## src/rtl/shift_taps_param.sv

```systemverilog
// Tapped shift register with equally spaced taps, fill tracking, synchronous clear and
// a recirculate (rotate) mode for line-buffer / windowing datapaths.
module shift_taps_param #(
  parameter int unsigned WIDTH       = 8,
  parameter int unsigned TAP_SPACING = 16,
  parameter int unsigned NUM_TAPS    = 4,
  localparam int unsigned DEPTH      = TAP_SPACING * NUM_TAPS,
  localparam int unsigned CW         = $clog2(DEPTH + 1)
) (
  input  logic                      clk,
  input  logic                      rst,
  input  logic                      shift,
  input  logic                      recirc,
  input  logic                      clear,
  input  logic [WIDTH-1:0]          sr_in,
  output logic [NUM_TAPS*WIDTH-1:0] taps_out,
  output logic [WIDTH-1:0]          sr_out,
  output logic [NUM_TAPS-1:0]       taps_valid,
  output logic [CW-1:0]             fill_count,
  output logic                      full
);

  logic [WIDTH-1:0] sr_q [DEPTH];
  logic [WIDTH-1:0] sr_d [DEPTH];
  logic [CW-1:0]    fill_q, fill_d;

  always_comb begin
    sr_d   = sr_q;
    fill_d = fill_q;
    if (clear) begin
      for (int n = 0; n < DEPTH; n++) begin
        sr_d[n] = '0;
      end
      fill_d = '0;
    end else if (shift) begin
      for (int n = 1; n < DEPTH; n++) begin
        sr_d[n] = sr_q[n-1];
      end
      // Rotation keeps the fill count: nothing enters or leaves the line.
      sr_d[0] = recirc ? sr_q[DEPTH-1] : sr_in;
      if (!recirc && (fill_q != CW'(DEPTH))) begin
        fill_d = fill_q + 1'b1;
      end
    end
  end

  always_ff @(posedge clk) begin
    if (rst) begin
      for (int n = 0; n < DEPTH; n++) begin
        sr_q[n] <= '0;
      end
      fill_q <= '0;
    end else begin
      for (int n = 0; n < DEPTH; n++) begin
        sr_q[n] <= sr_d[n];
      end
      fill_q <= fill_d;
    end
  end

  for (genvar k = 0; k < NUM_TAPS; k++) begin : g_tap
    assign taps_out[k*WIDTH +: WIDTH] = sr_q[(k+1)*TAP_SPACING-1];
    assign taps_valid[k]              = (fill_q >= CW'((k+1) * TAP_SPACING));
  end

  assign sr_out     = sr_q[DEPTH-1];
  assign fill_count = fill_q;
  assign full       = (fill_q == CW'(DEPTH));

endmodule

```

## config.mk

```make
export PLATFORM = sky130hd
export DESIGN_NAME = shift_taps_param
export DESIGN_NICKNAME = d
export VERILOG_FILES = /design/src/rtl/shift_taps_param.sv
export SDC_FILE = /design/constraint.sdc
export NUM_CORES = 1
export LEC_CHECK = 0
export BUFFER_PORTS_ARGS = -buffer_cell sky130_fd_sc_hd__buf_2
export CORE_MARGIN = 4
export CORE_UTILIZATION = 55
export CTS_CLUSTER_DIAMETER = 30
export CTS_CLUSTER_SIZE = 10
export DETAILED_ROUTE_END_ITERATION = 8
export PLACE_DENSITY = 0.75
export SYNTH_ARGS = -nofsm -noshare
export SYNTH_HDL_FRONTEND = slang
export SYNTH_SLANG_ARGS = --single-unit
```

## constraint.sdc

```tcl
create_clock -name clk -period 1.65 [get_ports clk]
set_input_delay 0.33 -clock clk [delete_from_list [all_inputs] [get_ports clk]]
set_output_delay 0.33 -clock clk [all_outputs]
set_load 0.005 [all_outputs]
```

==> summary.txt, run 1 <==
Routing
  • 1st-iter DRT viols: 500
  • Antenna Nets Post-Route: 0
  • Vias/cell: 4.996
  • DR DRC count: 0
  • Vias: 11551
  • Initial DRT Pass Iterations: 4
  • Routed Wire Length: 31700 um
  • WL/cell: 13.71 um

GRT
  • Global route hottest layer: met2
  • Number of global-route vias before repair: 11368
  • Met2 Use GR: 28.06%
  • Grt ovf: 0
  • Initial antenna violation count: 0
  • Largest net degree at the start of global routing: 151
  • Global Route Usage Sum: 17.03%
  • Met1 Usage GRT: 21.94%
  • First-pass GRT wire length: 53450 um
  • Met3 Track Usage GR: 4.017%

Worst setup path
  • WP data arrival: 1.54 ns
  • Nature of the critical path endpoint: output pin
  • WS Path Type: flip-flop to output pin
  • Reg-to-Reg End: fill_count[2]$_SDFFE_PP0P_
  • Setup crit start kind: flip-flop
  • WP data required: 1.32 ns
  • Worst R2R Setup Slack: 0.10 ns
  • Crit Path Max Fanout: 3
  • R2R depth: 3
  • RR Startpoint: fill_count[2]$_SDFFE_PP0P_

Timing
  • Setup violators final: 4
  • Final min period: 1.867 ns
  • Measured slew at the worst slew-check pin: 0.5373 ns
  • Final worst path period share: 113.1%
  • RSZ-0062 raised after global routing: yes
  • Fin Hold WS: 0.04683 ns
  • Max-slew headroom: 64.18%
  • Setup Skew: 0.02679 ns
  • Final Hold Vio Count: 0
  • PnR worst setup slack: -0.2168 ns
  • Max-slew violations: 0
  • Fmax: 535.7 MHz

CTS
  • Clock Latency Late Sink: 0.61 ns
  • Clk pin slew, worst setup/hold paths: 0.05 ns
  • Inserted Clock Buffers: 91
  • CTS H-Tree Depth: 3
  • Clk buf depth: 3
  • CTS tree: yes
  • Root Driver: clkbuf_16
  • TritonCTS Sinks: 519

Yosys
  • Post-Syn Instances: 1750
  • Number of library cell types mapped by synthesis: 25
  • Mux cell area share after synthesis: 27.52%
  • Post-synthesis cell area: 18620 um^2
  • Sequential share of the synthesized area: 55.80%
  • Post-Synth Adder-Cell Area: 0.1344%
  • Largest family of logic cells by synthesized area: multiplexers
  • Synth warn: 0
  • Number of synthesized register bits: 519
  • Synth Area in Compound Gates: 0.7660%
  • Synthesized area per cell: 10.64 um^2
  • Simple-gate share of the synthesized area: 11.03%
  • Synth Net Count: 1765
  • Xor and xnor fraction of the mapped netlist area: 0%

Pwr
  • Maximum VDD drop: 0.9638 mV
  • LEAKAGE: 0.009730 uW
  • Pwr Density: 1472 nW/um^2

Min path
  • Hold_sp: clear
  • Cells on Worst Hold Path: 4
  • HP Class: input pin to flip-flop
  • Hold endpoint: fill_count[2]$_SDFFE_PP0P_

Final layout
  • Area grow syn2layout: 21.49%
  • Layout cell share with drive strength beyond 1: 14.75%
  • # diodes: 0
  • Fill count: 2391
  • NumNets Final: 1802
  • Post-route insts no fill: 2312

Floorplan
  • Die width: 192.0 um
  • Ports: 65
  • Die area: 36860 um^2
  • Die Y: 192.0 um
  • Core Area: 33450 um^2
  • Rows: 67
  • Initial core utilization: 55.67%

Place
  • Detail Placement HPWL: 17000 um
  • Placed instance count: 2135
  • Pre-CTS WS: 0.01854 ns
  • Port Buffer Count: 64
  • GP Congestion: 0.7082

Status
  • Failing checks: negative setup slack
  • Outcome: complete, but fails checks

Job
  • Maxcap violations: 0
## timing repair
action	CTS	global route
setup buffers	3	0
pin swaps	2	0
gates cloned	0	2
hold buffers	2	0
gates resized for setup	7	11
hold endpoints to repair	1	0
setup endpoints to repair	4	105
## worst max path at each step
| stage | startpoint | endpoint | depth (start not counted) |
|---|---|---|---|
| 2_1_floorplan | clear | sr_q[275]$_SDFFE_PP0P_ | 6 |
| 3_3_place_gp | clear | sr_q[395]$_SDFFE_PP0P_ | 4 |
| 3_5_place_dp | clear | sr_q[212]$_SDFFE_PP0P_ | 4 |
| 4_1_cts | fill_count[5]$_SDFFE_PP0P_ | full | 3 |
| 5_1_grt | fill_count[5]$_SDFFE_PP0P_ | full | 3 |
| 6_report | fill_count[5]$_SDFFE_PP0P_ | full | 3 |
## synth_stat cells
library cell	instances	area, um^2
clkbuf_1	24	90.09
o31ai_1	3	22.52
nor2_1	514	1929
ha_1	2	25.02
nand3b_1	1	7.510
a311o_1	2	20.02
dfxtp_1	519	10390
a211oi_1	8	60.06
nand2_1	6	22.52
o21ai_0	2	10.01
a21oi_1	6	30.03
nand3b_2	1	11.26
or3_1	4	25.02
buf_2	89	445.4
nand3_1	1	5.000
or4_1	2	15.01
mux2i_1	512	5125
buf_6	2	22.52
buf_4	41	307.8
nor4_1	1	6.260
and3_1	1	6.260
buf_1	2	7.510
nand2b_1	2	12.51
or2_2	2	12.51
inv_1	3	11.26
## metrics by stage
stage               setup TNS (ns)  area (um^2)  utilization (%)  power [uW]
finish                     -0.5367        22620            67.63       33310
global route                -1.106        22620            67.63       34330
CTS                        -0.7088        22520            67.33       33580
detailed placement               0        19100            57.10       13720
global placement                 0        19100            57.10       13720
floorplan                        0        18620                -       13570
## power by group
group,switching (uW),internal (uW)
clock,6500,13300
combinational,547,385
sequential,6.60,12600
## cells by family after synthesis
| group | count (synthesis) |
|---|---|
| muxes | 512 |
| AOI/OAI and AO/OA | 21 |
| DFF | 519 |
| and+or+nand+nor | 535 |
| adders and majority gates | 2 |
| buffers and inverters | 161 |
## area by class of cell
class / instances / area, um^2 / share of cell area, %
tap: 448 / 560.5 / 2.478
clock inverter: 60 / 885.9 / 3.916
multi-input combinational: 1070 / 7381 / 32.63
inverter: 3 / 11.26 / 0.04978
timing repair buffer: 102 / 915.9 / 4.049
sequential: 519 / 10400 / 45.97
clock buffer: 110 / 2469 / 10.91
## worst max-delay path, cell delays in order (launching register included)
cell and delay (ns):
dfxtp_4 0.35, nor4_4 0.27, and3_4 0.22, buf_6 0.09
## cells in the final DEF (no fill, tap or decap), types with 3 or more instances in the layout
cell,count
mux2i_1,512
nand2_1,5
bufinv_16,16
inv_16,3
buf_4,16
dfxtp_1,514
clkinv_4,6
a21oi_1,6
clkinvlp_4,15
clkbuf_16,93
buf_12,15
dfxtp_2,4
or3_1,4
nor2_1,513
clkinv_2,14
clkbuf_1,7
clkbuf_8,12
o31ai_1,3
buf_16,3
a211oi_1,8
buf_2,61
inv_1,3
## sequential cells by signal, summed over array words and instances, names as in the netlist
| name | cells |
|---|---|
| sr_q | 480 |
| taps_out | 24 |
| sr_out | 8 |
| fill_count | 7 |
## routing by layer
layer / share of wire (%) / vias to the layer above
met2: 48 / 131
li1: - / 5910
met3: 3.0 / 52
met5: 0 / -
met1: 47 / 5458
met4: 1.8 / 0
Power figures use the tool's default switching activity.
==> inputs of run 2 (changes only) <==
--- a/config.mk
+++ b/config.mk
@@ -11,7 +11,7 @@
 export CTS_CLUSTER_DIAMETER = 30
 export CTS_CLUSTER_SIZE = 10
 export DETAILED_ROUTE_END_ITERATION = 8
-export PLACE_DENSITY = 0.75
+export PLACE_DENSITY = 0.77
 export SYNTH_ARGS = -nofsm -noshare
 export SYNTH_HDL_FRONTEND = slang
 export SYNTH_SLANG_ARGS = --single-unit
==> run 2 against run 1 <==
The flow still finishes with violations (negative setup slack). Global-route usage is 0.41 points higher. Utilization is 0.35 points higher. Cell area is 0.51% higher. Die area stayed put. Sequential power hardly changed. Wire length is 1.5% higher. Power is 3.4% lower. Sequential share of layout area is 0.22 points lower. Setup slack worse by 0.092 ns. Largest power group unchanged.
==> summary.txt, run 2 (same netlist as run 1, synthesis figures left out) <==
Status
  • Outcome: complete, but fails checks
  • Failing checks: negative setup slack

Timing
  • Max-slew headroom: 73.33% (+9.1 points)
  • PnR worst setup slack: -0.3083 ns (-0.09159 ns)
  • Measured slew at the worst slew-check pin: 0.4001 ns (-0.1372 ns)
  • RSZ-0062 raised after global routing: yes
  • Final worst path period share: 118.7% (+5.6 points)
  • Final Hold Vio Count: 0 (unchanged)
  • Setup Skew: 0.02764 ns (+0.0008558 ns)
  • Setup violators final: 4 (unchanged)
  • Setup TNS: -0.6732 ns (-0.1366 ns)
  • Max-slew violations: 0 (unchanged)
  • Final min period: 1.958 ns (+0.09159 ns)
  • Fmax: 510.6 MHz (-4.7%)

GRT
  • Global route hottest layer: met2
  • Initial antenna violation count: 0 (unchanged)
  • Grt ovf: 0 (unchanged)
  • Met3 Track Usage GR: 3.962% (-0.055 points)
  • Met1 Usage GRT: 21.48% (-0.46 points)
  • Global Route Usage Sum: 17.44% (+0.41 points)
  • Number of global-route vias before repair: 11628 (+2.3%)
  • First-pass GRT wire length: 54710 um (+2.3%)
  • Met2 Use GR: 30.06% (+2.0 points)
  • Largest net degree at the start of global routing: 82 (-46%)

Routing
  • WL/cell: 13.76 um (+0.38%)
  • Vias: 11685 (+1.2%)
  • Routed Wire Length: 32170 um (+1.5%)
  • Antenna Nets Post-Route: 0 (unchanged)
  • DR DRC count: 0 (unchanged)
  • 1st-iter DRT viols: 456 (-8.8%)
  • Vias/cell: 5.000 (about the same)
  • Initial DRT Pass Iterations: 5 (+1)

CTS
  • CTS H-Tree Depth: 3 (unchanged)
  • Clk pin slew, worst setup/hold paths: 0.05 ns (about the same)
  • Root Driver: clkbuf_16
  • Clk buf depth: 3 (unchanged)
  • TritonCTS Sinks: 519 (unchanged)
  • CTS tree: yes
  • Clock Latency Late Sink: 0.61 ns (about the same)
  • Inserted Clock Buffers: 90 (-1.1%)

Place
  • GP Congestion: 0.7439 (+5.0%)
  • DP Area: 19430 um^2 (+1.7%)
  • Port Buffer Count: 64 (unchanged)
  • Pre-CTS WS: 0.1845 ns (+0.1660 ns)
  • Detail Placement HPWL: 18240 um (+7.3%)

Final layout
  • # diodes: 0 (unchanged)
  • Most frequent cells in the layout: 514 x nor2_1, 514 x dfxtp_1, 512 x mux2i_1, 90 x clkbuf_16, 61 x buf_2
  • Max reg flops: 480 (unchanged)
  • Largest reg by FF count: sr_q
  • Fill count: 2325 (-2.8%)
  • NumNets Final: 1830 (+1.6%)
  • Layout cell share with drive strength beyond 1: 15.72% (+0.97 points)
  • Area grow syn2layout: 22.11%
  • Post-route cell area: 22740 um^2 (+0.51%)

Pwr
  • Maximum VDD drop: 1.115 mV (+16%)
  • LEAKAGE: 0.009821 uW (+0.94%)
  • Pwr Density: 1415 nW/um^2 (-3.9%)

Floorplan
  • Die Y: 192.0 um (unchanged)
  • Core Area: 33450 um^2 (unchanged)
  • Ports: 65 (unchanged)
  • Die width: 192.0 um (unchanged)
  • Rows: 67 (unchanged)
  • Initial core utilization: 55.67% (unchanged)
  • Die area: 36860 um^2 (unchanged)

Worst setup path
  • WS Path Type: flip-flop to output pin
  • WP data arrival: 1.63 ns (+0.09 ns)
  • WP data required: 1.32 ns (about the same)
  • Crit Path Max Fanout: 5 (+2)
  • Nature of the critical path endpoint: output pin
  • Setup crit start kind: flip-flop

Min path
  • HP Class: input pin to flip-flop

Job
  • Maxcap violations: 0 (unchanged)
## run 2: cell count changes in the layout (fill, tap and decap cells not counted), moves of 2 or more
cell,previous run,this run
buf_4,16,34
buf_12,15,29
bufinv_16,16,9
buf_16,3,0
clkbuf_16,93,90
clkbuf_8,12,15
clkinv_2,14,17
clkinvlp_4,15,12
buf_6,2,4
clkbuf_1,7,9
## run 2: final timing paths
| path | slack, ns | to | cells past startpoint | startpoint |
|---|---|---|---|---|
| max reg2reg | 0.10 | fill_count[2]$_SDFFE_PP0P_ | 3 | fill_count[2]$_SDFFE_PP0P_ |
| max | -0.31 | full | 3 | fill_count[2]$_SDFFE_PP0P_ |
| min reg2reg | 0.48 | sr_q[357]$_SDFFE_PP0P_ | 2 | sr_q[365]$_SDFFE_PP0P_ |
| min | 0.05 | fill_count[2]$_SDFFE_PP0P_ | 4 | clear |
## run 2: per-layer routing
metal	vias to the layer above	part of all wire [%]
li1	5956	-
met1	5544	45
met2	128	50
met3	57	2.9
met4	0	2.2
met5	-	0
## run 2: timing repair
action	CTS	global route
hold buffers	2	0
setup buffers	3	5
setup endpoints to repair	4	4
gates resized for setup	8	9
endpoints found under the hold margin	1	0
pin swaps	2	2
## run 2: area by class of cell
| type | count | area, um^2 | area share (%) |
|---|---|---|---|
| Clock buffer | 114 | 2492 | 10.96 |
| Timing Repair Buffer | 131 | 1221 | 5.371 |
| Sequential cell | 519 | 10400 | 45.74 |
| Clock inverter | 52 | 673.1 | 2.960 |
| Inverter | 3 | 11.26 | 0.04952 |
| Multi-Input combinational cell | 1070 | 7378 | 32.45 |
| Tap cell | 448 | 560.5 | 2.465 |
## run 2: per-stage QoR
step / power, uW / util (%) / cells / hold slack, ns
4_1_cts: 32570 / 67.77 / 2332 / 0.004005
3_5_place_dp: 13820 / 58.09 / 2161 / 0.4805
5_1_grt: 33190 / 67.98 / 2337 / 0.05151
3_3_place_gp: 13810 / 58.09 / 2161 / 0.4717
6_report: 32170 / 67.98 / 2337 / 0.04603
2_1_floorplan: 13570 / - / 1750 / 0.4601
## run 2: critical path, stage by stage, from the launching register on
cell	delay, ns
dfxtp_4	0.36
nor4_4	0.33
and3_4	0.25
buf_6	0.09
## run 2: power breakdown
| part | internal [uW] | switching, uW | total, uW |
|---|---|---|---|
| registers | 12600 | 7.55 | 12600 |
| clock network | 12200 | 6370 | 18600 |
| logic | 441 | 556 | 997 |
